**config.mk**
```make
export PLATFORM = sky130hd
export DESIGN_NAME = sq_window_accum_flat
export DESIGN_NICKNAME = d
export VERILOG_FILES = /design/src/rtl/sq_window_accum_pkg.sv /design/src/rtl/sq_window_accum_if.sv /design/src/rtl/sq_window_accum_valid_delay_line.sv /design/src/rtl/sq_window_accum.sv /design/src/flat_wrapper.sv
export SDC_FILE = /design/constraint.sdc
export NUM_CORES = 1
export LEC_CHECK = 0
export CORE_MARGIN = 2
export CORE_UTILIZATION = 25
export CTS_CLUSTER_DIAMETER = 40
export DETAILED_ROUTE_END_ITERATION = 16
export PLACE_DENSITY = 0.44
export SYNTH_ARGS = -nofsm -noshare
export SYNTH_HDL_FRONTEND = slang
export SYNTH_SLANG_ARGS = --single-unit
```
**constraint.sdc**
```tcl
create_clock -name clk -period 2.7 [get_ports clk]
set_input_delay 0.54 -clock clk [delete_from_list [all_inputs] [get_ports clk]]
set_output_delay 0.54 -clock clk [all_outputs]
set_load 0.01 [all_outputs]
```
**src/rtl/sq_window_accum_pkg.sv**
```systemverilog
// Shared constants, sum-width helper and output FSM encoding for the
// squared-sample window accumulator.
package sq_accum_pkg;

  localparam int WIN_LOG2_DEF = 4;
  localparam int MUL_LAT_DEF  = 3;

  function automatic int sum_width(input int data_w, input int win_log2);
    return data_w + win_log2;
  endfunction

  typedef enum logic {
    ST_EMPTY = 1'b0,
    ST_FULL  = 1'b1
  } out_state_e;

endpackage

```
**src/rtl/sq_window_accum_if.sv**
```systemverilog
// Sample input and result output bundle of the window accumulator.
interface sq_window_accum_if
  import sq_accum_pkg::*;
#(
  parameter int DATA_W   = 16,
  parameter int WIN_LOG2 = WIN_LOG2_DEF
);
  localparam int SUM_W = sum_width(DATA_W, WIN_LOG2);

  logic              in_valid_i;
  logic [DATA_W-1:0] sq_data_i;
  logic              clear_i;
  logic [SUM_W-1:0]  sum_o;
  logic [DATA_W-1:0] mean_o;
  logic              out_valid_o;
  logic              out_ready_i;
  logic              overflow_o;

  modport slave (
    input  in_valid_i, sq_data_i, clear_i, out_ready_i,
    output sum_o, mean_o, out_valid_o, overflow_o
  );

  modport master (
    output in_valid_i, sq_data_i, clear_i, out_ready_i,
    input  sum_o, mean_o, out_valid_o, overflow_o
  );
endinterface

```
**src/rtl/sq_window_accum_valid_delay_line.sv**
```systemverilog
// DEPTH x 1-bit shift register with synchronous reset and flush; used to
// realign a valid strobe with a pipeline that carries no valid of its own.
module valid_delay_line #(
  parameter int DEPTH = 3
) (
  input  logic clk,
  input  logic rst,
  input  logic flush_i,
  input  logic d_i,
  output logic q_o
);
  logic [DEPTH-1:0] sr_q, sr_d;

  always_comb begin
    sr_d    = sr_q;
    sr_d[0] = d_i;
    for (int i = 1; i < DEPTH; i++) begin
      sr_d[i] = sr_q[i-1];
    end
  end

  always_ff @(posedge clk) begin
    if (rst || flush_i) begin
      sr_q <= '0;
    end else begin
      sr_q <= sr_d;
    end
  end

  assign q_o = sr_q[DEPTH-1];
endmodule

```
**src/rtl/sq_window_accum.sv**
```systemverilog
// Sums 2**WIN_LOG2 squared samples per window and presents sum and mean on a
// single-entry valid/ready register; unaccepted results are overwritten.
module sq_window_accum
  import sq_accum_pkg::*;
#(
  parameter int MUL_LAT  = MUL_LAT_DEF,
  parameter int WIN_LOG2 = WIN_LOG2_DEF,
  parameter int DATA_W   = 16
) (
  input logic               clk,
  input logic               rst,
  sq_window_accum_if.slave  bus
);
  localparam int SUM_W = sum_width(DATA_W, WIN_LOG2);
  localparam logic [WIN_LOG2-1:0] CNT_LAST = '1;

  logic                sq_valid;
  logic                take;
  logic                complete;
  logic                accept;
  logic [SUM_W-1:0]    total;

  logic [SUM_W-1:0]    acc_q, acc_d;
  logic [WIN_LOG2-1:0] cnt_q, cnt_d;
  logic [SUM_W-1:0]    sum_q, sum_d;
  logic [DATA_W-1:0]   mean_q, mean_d;
  logic                ovf_q, ovf_d;
  out_state_e          state_q, state_d;

  valid_delay_line #(.DEPTH(MUL_LAT)) u_vdl (
    .clk     (clk),
    .rst     (rst),
    .flush_i (bus.clear_i),
    .d_i     (bus.in_valid_i),
    .q_o     (sq_valid)
  );

  // clear_i wins over a sample landing in the same cycle
  assign take     = sq_valid && !bus.clear_i;
  assign complete = take && (cnt_q == CNT_LAST);
  assign total    = acc_q + {{WIN_LOG2{1'b0}}, bus.sq_data_i};
  assign accept   = (state_q == ST_FULL) && bus.out_ready_i;

  always_comb begin
    acc_d  = acc_q;
    cnt_d  = cnt_q;
    sum_d  = sum_q;
    mean_d = mean_q;
    if (bus.clear_i) begin
      acc_d = '0;
      cnt_d = '0;
    end else if (complete) begin
      acc_d  = '0;
      cnt_d  = '0;
      sum_d  = total;
      mean_d = total[SUM_W-1:WIN_LOG2];
    end else if (take) begin
      acc_d = total;
      cnt_d = cnt_q + 1'b1;
    end
  end

  always_comb begin
    state_d = state_q;
    ovf_d   = ovf_q;
    case (state_q)
      ST_EMPTY: if (complete) state_d = ST_FULL;
      ST_FULL: begin
        if (complete) begin
          state_d = ST_FULL;
          if (!bus.out_ready_i) ovf_d = 1'b1;
        end else if (accept) begin
          state_d = ST_EMPTY;
        end
      end
      default: state_d = ST_EMPTY;
    endcase
  end

  always_ff @(posedge clk) begin
    if (rst) begin
      state_q <= ST_EMPTY;
      ovf_q   <= 1'b0;
      acc_q   <= '0;
      cnt_q   <= '0;
      sum_q   <= '0;
      mean_q  <= '0;
    end else begin
      state_q <= state_d;
      ovf_q   <= ovf_d;
      acc_q   <= acc_d;
      cnt_q   <= cnt_d;
      sum_q   <= sum_d;
      mean_q  <= mean_d;
    end
  end

  assign bus.sum_o       = sum_q;
  assign bus.mean_o      = mean_q;
  assign bus.out_valid_o = (state_q == ST_FULL);
  assign bus.overflow_o  = ovf_q;
endmodule

```
**src/flat_wrapper.sv**
```systemverilog
// flat-port wrapper written by rule: the top's interface ports become plain ports
module sq_window_accum_flat import sq_accum_pkg::*;
#(
  parameter int MUL_LAT  = MUL_LAT_DEF,
  parameter int WIN_LOG2 = WIN_LOG2_DEF,
  parameter int DATA_W   = 16
)
  (clk, rst, bus_in_valid_i, bus_sq_data_i, bus_clear_i, bus_out_ready_i, bus_sum_o, bus_mean_o, bus_out_valid_o, bus_overflow_o);
  sq_window_accum_if #(.DATA_W(DATA_W), .WIN_LOG2(WIN_LOG2)) bus_i ();
  input logic clk;
  input logic rst;
  input wire logic [$bits(bus_i.in_valid_i)-1:0] bus_in_valid_i;
  input wire logic [$bits(bus_i.sq_data_i)-1:0] bus_sq_data_i;
  input wire logic [$bits(bus_i.clear_i)-1:0] bus_clear_i;
  input wire logic [$bits(bus_i.out_ready_i)-1:0] bus_out_ready_i;
  output wire logic [$bits(bus_i.sum_o)-1:0] bus_sum_o;
  output wire logic [$bits(bus_i.mean_o)-1:0] bus_mean_o;
  output wire logic [$bits(bus_i.out_valid_o)-1:0] bus_out_valid_o;
  output wire logic [$bits(bus_i.overflow_o)-1:0] bus_overflow_o;
  assign bus_i.in_valid_i = bus_in_valid_i;
  assign bus_i.sq_data_i = bus_sq_data_i;
  assign bus_i.clear_i = bus_clear_i;
  assign bus_i.out_ready_i = bus_out_ready_i;
  assign bus_sum_o = bus_i.sum_o;
  assign bus_mean_o = bus_i.mean_o;
  assign bus_out_valid_o = bus_i.out_valid_o;
  assign bus_overflow_o = bus_i.overflow_o;
  sq_window_accum #(.MUL_LAT(MUL_LAT), .WIN_LOG2(WIN_LOG2), .DATA_W(DATA_W)) u_core (.clk(clk), .rst(rst), .bus(bus_i));
endmodule
```
# After elaboration in Yosys (flattened, before gate mapping)
# Cells that the tools add are included.
# classes
addsub	2
n_eq_ne	1
n_mux	4
n_bitwise	3
n_reduce_logical	8
# ops
op	count
20-bit by 16-bit adder with 20-bit output	1
4-bit by 1-bit adder with 4-bit output, second input constant	1
4-bit equality test, second input constant	1
1-bit logical AND	3
1-bit two-way mux	3
1-bit NOT	3
3-bit AND reduction	1
3-bit OR reduction	1
1-bit one-hot mux with 2 select lines	1
2-bit AND reduction	1
1-bit zero test	1
1-bit logical OR	1
# word_totals
register_bits	65
in_bits	21

# Depth between registers and ports, before layout
# Gate-level depths: netlist (run 1).
# logic_depth
word_depth	5
ltp_mapped	9
ltp_nobuf	9

# Modules after synthesis
# From an unflattened synthesis (run 1), not the netlist that was laid out.
# hier_totals
hier_cells	336
hier_area_um2	2837.7
# by_module_without_submodules
module	instances	cells_per_inst	area_each_um2	seq_area_each_um2
sq_window_accum	1	330	2755.1	920.9
valid_delay_line	1	6	82.6	60.1

# Worst setup path before layout (run 1)
# Ideal clock, no wire load.
# synth_path
path_type	input to register
start	in bus_sq_data_i[0]
end	reg u_core.mean_q[12], in the netlist u_core.bus.mean_o[12]
setup_time_ns	0.118
arrival_time_ns	2.471
t_required_ns	2.582
slack_ns	0.111
path_stages	9
path_cell_list	ha_1 -> fa_1 -> a21o_1 -> a221o_1 -> a22oi_2 -> nand2b_1 -> or3_1 -> a21oi_1 -> o21ai_1
# synth_via
elab_chain_len	1
# synth_lines
element	line	rtl
from (decl)	flat_wrapper.sv:13	input wire logic [$bits(bus_i.sq_data_i)-1:0] bus_sq_data_i;
20-bit by 16-bit adder with 20-bit output	sq_window_accum.sv:41	assign total = acc_q + {{WIN_LOG2{1'b0}}, bus.sq_data_i};
to (signal assigned)	sq_window_accum.sv:94	mean_q <= mean_d;
to (decl)	sq_window_accum.sv:26	logic [DATA_W-1:0] mean_q, mean_d;
# No other way between the ends.
# A chain may end at the register's enable or synchronous reset.

# Final worst setup path (run 1)
# layout_path
start	in bus_sq_data_i[3]
end	reg u_core.mean_q[12], in the netlist u_core.bus.mean_o[12]
# Same word-level chain as after synthesis.

==> results.py, run 1 <==
metrics = {
    "run_status": {
        "outcome": "finished clean",
    },
    "detailed_routing": {
        "drt_pre_antenna_iters": 4,
        "via_count": 2552,
        "viasPerCell": 4.60,
        "drc": 0,
        "final_wirelength_um": 7430,
        "detail_route.iter0.violations": 98,
        "routed_wire_length_per_instance_um": 13.4,
        "drt.antenna.violating_nets": 0,
    },
    "global_route": {
        "antenna_found_initial": 0,
        "grt_overflow_total": 0,
        "grt_pass1_vias": 2400,
        "grt_pass1_wl_um": 12300,
        "groute.usage.overall_pct": 13.4,
        "grt_max_degree": 24,
    },
    "synth": {
        "postSynthNetCount": 379,
        "synth-compound-area-share_pct": 19.1,
        "synth_xor_area_share_pct": 6.75,
        "synth_mux_area_share_pct": 0.367,
        "synth_edf_count": 0,
        "post-synth-top-area-fraction_pct": 36.0,
        "synth_area_sq_um": 2730,
        "ys_seq_elements": 49,
        "yosysSeqAreaShare_pct": 36.0,
        "synth_top_family_by_area": "simple AND/OR/NAND/NOR gates",
        "synthCells": 340,
        "synth_area_per_cell_sq_um": 8.02,
        "post_synth_and_or_nand_nor_area_fraction_pct": 21.9,
        "netlist.top_cell.by_area": "dfxtp_1",
        "yosys_most_used_dff": "dfxtp_1",
        "synth_async_sr_flop_share_pct": 0,
        "synth_cell_type_count": 42,
        "netlist_top_cells_area": "dfxtp_1 36%, nand2_1 8.4%, a21oi_1 7.9%",
        "synth_warnings": 0,
        "post_synth_adder_cell_area_pct": 8.54,
    },
    "worst_setup_path": {
        "ff2ff_setup_slack_ns": 0.24,
        "r2r_end": "u_core.bus.mean_o[12]",
        "cp-start-kind": "input pin",
        "timing.critical_path.required_ns": 2.90,
        "path_max_fanout": 5,
        "rr_startpoint": "u_core.acc_q[0]",
        "timing.critical_path.to_type": "flop",
        "arrival_ns": 2.77,
        "rr_worst_depth": 9,
        "timing_worst_setup_path_type": "input pin to flop",
    },
    "clock_tree": {
        "cts_inserted_buffers": 5,
        "cts.clk_slew.worst_paths_ns": 0.10,
        "clock_sink_count": 49,
        "cts_htree_levels": 2,
        "ctsHoldBuffers": 0,
        "cts-root-buf": "clkbuf_8",
        "worst_skew_pair.late_latency_ns": 0.31,
        "cts_tree": "done",
        "clk_path_buf_depth": 2,
    },
    "pwr": {
        "ir_drop_mv": 0.211,
        "leakagePower_nw": 1.48,
        "powerDensity_nw_per_um2": 369,
        "report.power.total_w": 0.00139,
    },
    "sta": {
        "count_of_final_hold_check_violations": 0,
        "setup_viol": 0,
        "report.final.slew_viol_count": 0,
        "timing.clock.skew_ns": 0.00827,
        "timing.max_slew.rel_slack_pct": 72.8,
        "layout_setup_ws_ns": 0.132,
        "final.period_utilization_pct": 95.1,
        "max_freq_mhz": 389,
        "totalNegativeSetupSlack_ns": 0,
        "period_minus_slack_ns": 2.57,
        "rsz0062_at_grt": "no",
        "worst-slew-pin-transition_ns": 0.407,
    },
    "final_layout": {
        "antenna_cells": 0,
        "postLayoutCoreUtil_pct": 35.1,
        "drive_above_1_share_pct": 14.2,
        "filler_cell_count": 1163,
        "mostFrequentLayoutCells": "61 x nand2_1, 55 x clkdlybuf4s50_1, 49 x dfxtp_1",
        "nets": 453,
        "most_common_cell_after_layout_fill_and_taps_aside": "nand2_1",
        "syn_to_final_growth_pct": 38.3,
        "final_design_area_no_fill_sq_um": 3770,
    },
    "die": {
        "design.core.area_sq_um": 10700,
        "pin_count": 59,
        "die_h_um": 108,
        "std_cell_rows": 38,
        "die_width_um": 108,
        "floorplan.initialDensity_pct": 25.4,
        "die_area_sq_um": 11800,
    },
    "place": {
        "detailed_place_hpwl_um": 5560,
        "placement.io_buffers": 58,
        "dpl_cell_area_sq_um": 3580,
        "globalplace.congestion": 0.832,
        "placement.setup.worst_slack_ns": -0.497,
    },
    "run": {
        "max_cap_viol_count": 0,
    },
    "hold_path": {
        "hp-class": "flop to flop",
        "timing.hold.worst_path_depth": 1,
        "holdCritStartpoint": "u_core.u_vdl.sr_q[0]",
        "min_delay_worst_endpoint": "u_core.u_vdl.sr_q[1]",
    },
}
==> power breakdown <==
part | switching, W | leakage (nW) | internal [W] | total [W]
logic | 0.0000595 | 1.03 | 0.0000664 | 0.000126
registers | 0.000000359 | 0.395 | 0.000723 | 0.000724
clock network | 0.000264 | 0.0554 | 0.000279 | 0.000543
total | 0.000324 | 1.48 | 0.00107 | 0.00139
==> metal layers <==
metal	wire length, um	share of wire, %	vias to the layer above	track usage, %
met2	3260	44	61	21.2
met3	374	5.0	6	2.65
met5	0	0	-	0
li1	-	-	1308	-
met4	68	0.92	0	3.02
met1	3730	50	1177	18.7
==> per-stage QoR <==
step	hold slack [ns]	cells
detailed placement	0.417	542
finish	0.434	555
CTS	0.437	551
global route	0.454	555
global placement	0.410	542
floorplan	0.406	340
==> layout make-up <==
type | count | area [sq um] | area share (%)
multi-input combinational | 253 | 1570 | 41.7
tap | 140 | 175 | 4.65
clock buffer | 6 | 72.6 | 1.93
inverter | 3 | 11.3 | 0.299
timing repair buffer | 102 | 918 | 24.4
sequential | 49 | 981 | 26.0
clock inverter | 2 | 38.8 | 1.03
==> cell usage after synthesis, types with 2 or more instances <==
cell type  number
a211oi_1        5
a21o_1          8
a21oi_1        43
a31o_1          2
a31oi_1         2
and2_1          3
and3_1          5
and4_1          3
buf_4          16
clkbuf_1       18
dfxtp_1        49
ha_1           17
inv_1           3
nand2_1        61
nand2b_1        4
nand3_1         7
nand3b_1        5
nand4_1         5
nor2_1         21
nor2b_1         4
nor3_1          5
o21ai_0         9
o21ai_1         6
or3_1           2
xnor2_1        12
xor2_1          9
==> kinds of logic (layout without fill, tap and decap cells) <==
kind of cell             Yosys count  after routing
AND/OR/NAND/NOR                  127            127
flip-flops                        49             49
multiplexers                       1              1
buffers and inverters             38            113
XOR/XNOR                          21             21
adder cells (fa/ha/maj)           18             18
AO/OA/AOI/OAI                     86             86
==> worst max path at each step <==
stage,depth (start not counted),endpoint,slack [ns],start
2_1_floorplan,9,u_core.bus.mean_o[12],0.11,bus_sq_data_i[0]
3_3_place_gp,10,u_core.bus.mean_o[12],-0.49,bus_sq_data_i[0]
3_5_place_dp,10,u_core.bus.mean_o[12],-0.50,bus_sq_data_i[0]
4_1_cts,10,u_core.bus.mean_o[12],-0.04,bus_sq_data_i[0]
5_1_grt,9,u_core.bus.mean_o[15],0.03,bus_sq_data_i[8]
6_report,9,u_core.bus.mean_o[12],0.13,bus_sq_data_i[3]
==> registers in the layout (all words and copies together) (netlist names) <==
name,flops
u_core.bus.mean_o,16
u_core.u_vdl.sr_q,3
u_core.bus.overflow_o,1
u_core.cnt_q,4
u_core.bus.sum_o,4
u_core.acc_q,20
u_core.bus.out_valid_o,1
==> worst max-delay path, cell delays in order <==
cell and delay [ns]:
clkdlybuf4s50_1 0.41, ha_1 0.35, and3_1 0.16, a221o_1 0.38
a22oi_2 0.20, nand2b_1 0.14, or3_1 0.36, a21oi_1 0.15
o21ai_1 0.08
==> timing repair <==
action | in CTS | in global routing
setup buffers | 1 | 4
gates resized for setup | 3 | 5
endpoints found under the setup margin | 8 | 10
pin swaps | 6 | 8
Power figures use the tool's default switching activity.
==> run 2, diff against run 1 <==
- CTS_CLUSTER_DIAMETER: 40 -> 80
- PLACE_DENSITY: 0.44 -> 0.42
- SLEW_MARGIN: unset -> 5
- clock period: 2.7 -> 2.6 ns (I/O delays scaled with it)
==> run 2 against run 1 <==
Setup slack worse by 0.031 ns. First-iteration DRC count is 16% lower. Die area stayed put. Clock skew is 0.0052 ns higher. Sequential share of layout area is 0.65 points lower. Worst hold slack better by 0.0015 ns. Final cell count is 1.1% higher. Clock-buffer cell count is 1 lower. Largest power group unchanged. Total power is 10% higher.
==> results.py, run 2 (synthesis gave the netlist of run 1 again) <==
metrics = {
    "detailed_routing": {
        "drc": 0,
        "drt_pre_antenna_iters": 4,
        "viasPerCell": 4.51,
        "final_wirelength_um": 7660,
        "routed_wire_length_per_instance_um": 13.7,
        "via_count": 2528,
        "detail_route.iter0.violations": 82,
        "drt.antenna.violating_nets": 0,
    },
    "die": {
        "design.core.area_sq_um": 10700,
        "floorplan.initialDensity_pct": 25.4,
        "die_h_um": 108,
        "die_area_sq_um": 11800,
        "std_cell_rows": 38,
        "pin_count": 59,
        "die_width_um": 108,
    },
    "sta": {
        "timing.clock.skew_ns": 0.0135,
        "count_of_final_hold_check_violations": 0,
        "max_freq_mhz": 400,
        "totalNegativeSetupSlack_ns": 0,
        "setup_viol": 0,
        "report.final.slew_viol_count": 0,
        "period_minus_slack_ns": 2.50,
        "final.period_utilization_pct": 96.1,
        "worst-slew-pin-transition_ns": 0.400,
        "layout_setup_ws_ns": 0.101,
        "timing.max_slew.rel_slack_pct": 73.2,
    },
    "clock_tree": {
        "clk_path_buf_depth": 2,
        "cts-root-buf": "clkbuf_8",
        "cts_inserted_buffers": 5,
        "cts.clk_slew.worst_paths_ns": 0.10,
        "cts_tree": "done",
        "cts_htree_levels": 2,
        "worst_skew_pair.late_latency_ns": 0.31,
        "clock_sink_count": 49,
    },
    "pwr": {
        "powerDensity_nw_per_um2": 398,
        "sw_frac_of_total_pct": 21.9,
        "ir_drop_mv": 0.200,
        "cell_internal_pwr_w": 0.00120,
        "total_switching_power_w": 0.000336,
        "clock_power_share_pct": 42.6,
        "share_seq_of_total_power_pct": 48.9,
        "power_frac_comb_pct": 8.5,
        "leakagePower_nw": 1.52,
    },
    "hold_path": {
        "timing.hold.worst_path_depth": 1,
        "holdCritStartpoint": "u_core.u_vdl.sr_q[0]",
        "min_delay_worst_endpoint": "u_core.u_vdl.sr_q[1]",
        "hp-class": "flop to flop",
    },
    "place": {
        "place_inst": 551,
        "detailed_place_hpwl_um": 5680,
        "globalplace.congestion": 0.799,
        "placement.io_buffers": 58,
        "placement.setup.worst_slack_ns": -0.561,
    },
    "final_layout": {
        "syn_to_final_growth_pct": 41.8,
        "antenna_cells": 0,
        "registers.top_by_ff_count": "u_core.acc_q",
        "filler_cell_count": 1164,
        "largest_register_ff_count": 20,
        "drive_above_1_share_pct": 16.4,
        "layout.cells.non_filler": 561,
        "nets": 459,
        "most_common_cell_after_layout_fill_and_taps_aside": "nand2_1",
        "mostFrequentLayoutCells": "61 x nand2_1, 55 x clkdlybuf4s50_1, 50 x buf_4",
    },
    "worst_setup_path": {
        "path_max_fanout": 4,
        "arrival_ns": 2.70,
        "ff2ff_setup_slack_ns": 0.20,
        "timing.critical_path.required_ns": 2.80,
        "cp-start-kind": "input pin",
        "crit_path_start": "bus_sq_data_i[2]",
        "critical-path-max-stage-delay_ns": 0.41,
        "cp_slowest_cell": "clkdlybuf4s50_1",
        "timing.critical_path.to_type": "flop",
        "rr_startpoint": "u_core.acc_q[0]",
        "r2r_end": "u_core.bus.mean_o[10]",
        "timing_worst_setup_path_type": "input pin to flop",
        "rr_worst_depth": 10,
        "cp_cell_sequence": "clkdlybuf4s50_1, ha_1, a21o_1, a221o_1, a22oi_2, nand2b_1, buf_4, xnor2_1, o21a_1, nor2_1",
    },
    "run": {
        "max_cap_viol_count": 0,
    },
    "global_route": {
        "grt_overflow_total": 0,
        "grt_pass1_vias": 2468,
        "antenna_found_initial": 0,
        "grt_pass1_wl_um": 12400,
        "grt_max_degree": 28,
        "groute.usage.overall_pct": 13.5,
    },
    "run_status": {
        "outcome": "finished clean",
    },
}
[run 2: power by group through the flow]
stage	combinational (W)	sequential [W]	clock, W
after global routing	0.000143	0.000752	0.000707
after floorplan	0.0000550	0.000769	0
after detailed placement	0.000127	0.000769	0
after CTS	0.000130	0.000751	0.000676
after global placement	0.000129	0.000769	0
final	0.000130	0.000751	0.000655
[run 2: stage by stage]
stage | instance area, sq um | total power, W | utilization, % | hold slack, ns
3_5_place_dp | 3650 | 0.000896 | 34.0 | 0.414
2_1_floorplan | 2730 | 0.000824 | - | 0.406
3_3_place_gp | 3650 | 0.000898 | 34.0 | 0.413
5_1_grt | 3860 | 0.00160 | 36.0 | 0.462
6_report | 3860 | 0.00154 | 36.0 | 0.435
4_1_cts | 3820 | 0.00156 | 35.5 | 0.438
[run 2: timing repair]
item / CTS / global route
buffers inserted: 0 / 2
gates resized for setup: 8 / 5
pin swaps: 8 / 5
endpoints found under the setup margin: 11 / 7
hold buffers: 0 / 0
[run 2: cell type report]
cell class | instances | area, sq um | share of cell area, %
well taps | 140 | 175 | 4.53
clock buffers | 5 | 68.8 | 1.78
flip-flops and latches | 49 | 981 | 25.4
repair buffers | 108 | 961 | 24.9
clock inverters | 3 | 65.1 | 1.68
multi-input cells | 253 | 1600 | 41.5
inverters | 3 | 11.3 | 0.291
[run 2: metal layers]
| layer | GRT usage [%] | part of all wire [%] |
|---|---|---|
| met4 | 3.30 | 1.2 |
| met3 | 2.47 | 4.7 |
| met1 | 18.0 | 49 |
| met2 | 22.6 | 45 |
| met5 | 0 | 0 |
[run 2: worst max path at each step]
stage	to	slack, ns
finish	u_core.bus.mean_o[10]	0.10
global route	u_core.bus.mean_o[12]	-0.0001
CTS	u_core.bus.mean_o[11]	0.007
detailed placement	u_core.bus.mean_o[12]	-0.56
global placement	u_core.bus.mean_o[12]	-0.57
floorplan	u_core.bus.mean_o[12]	0.03
[run 2: critical path, delay by kind of cell]
family	cells	cell delay (ns)
AO/OA/AOI/OAI	4	0.92
XOR/XNOR	1	0.21
adder cells (fa/ha/maj)	1	0.31
buffers and inverters	2	0.57
AND/OR/NAND/NOR	2	0.17
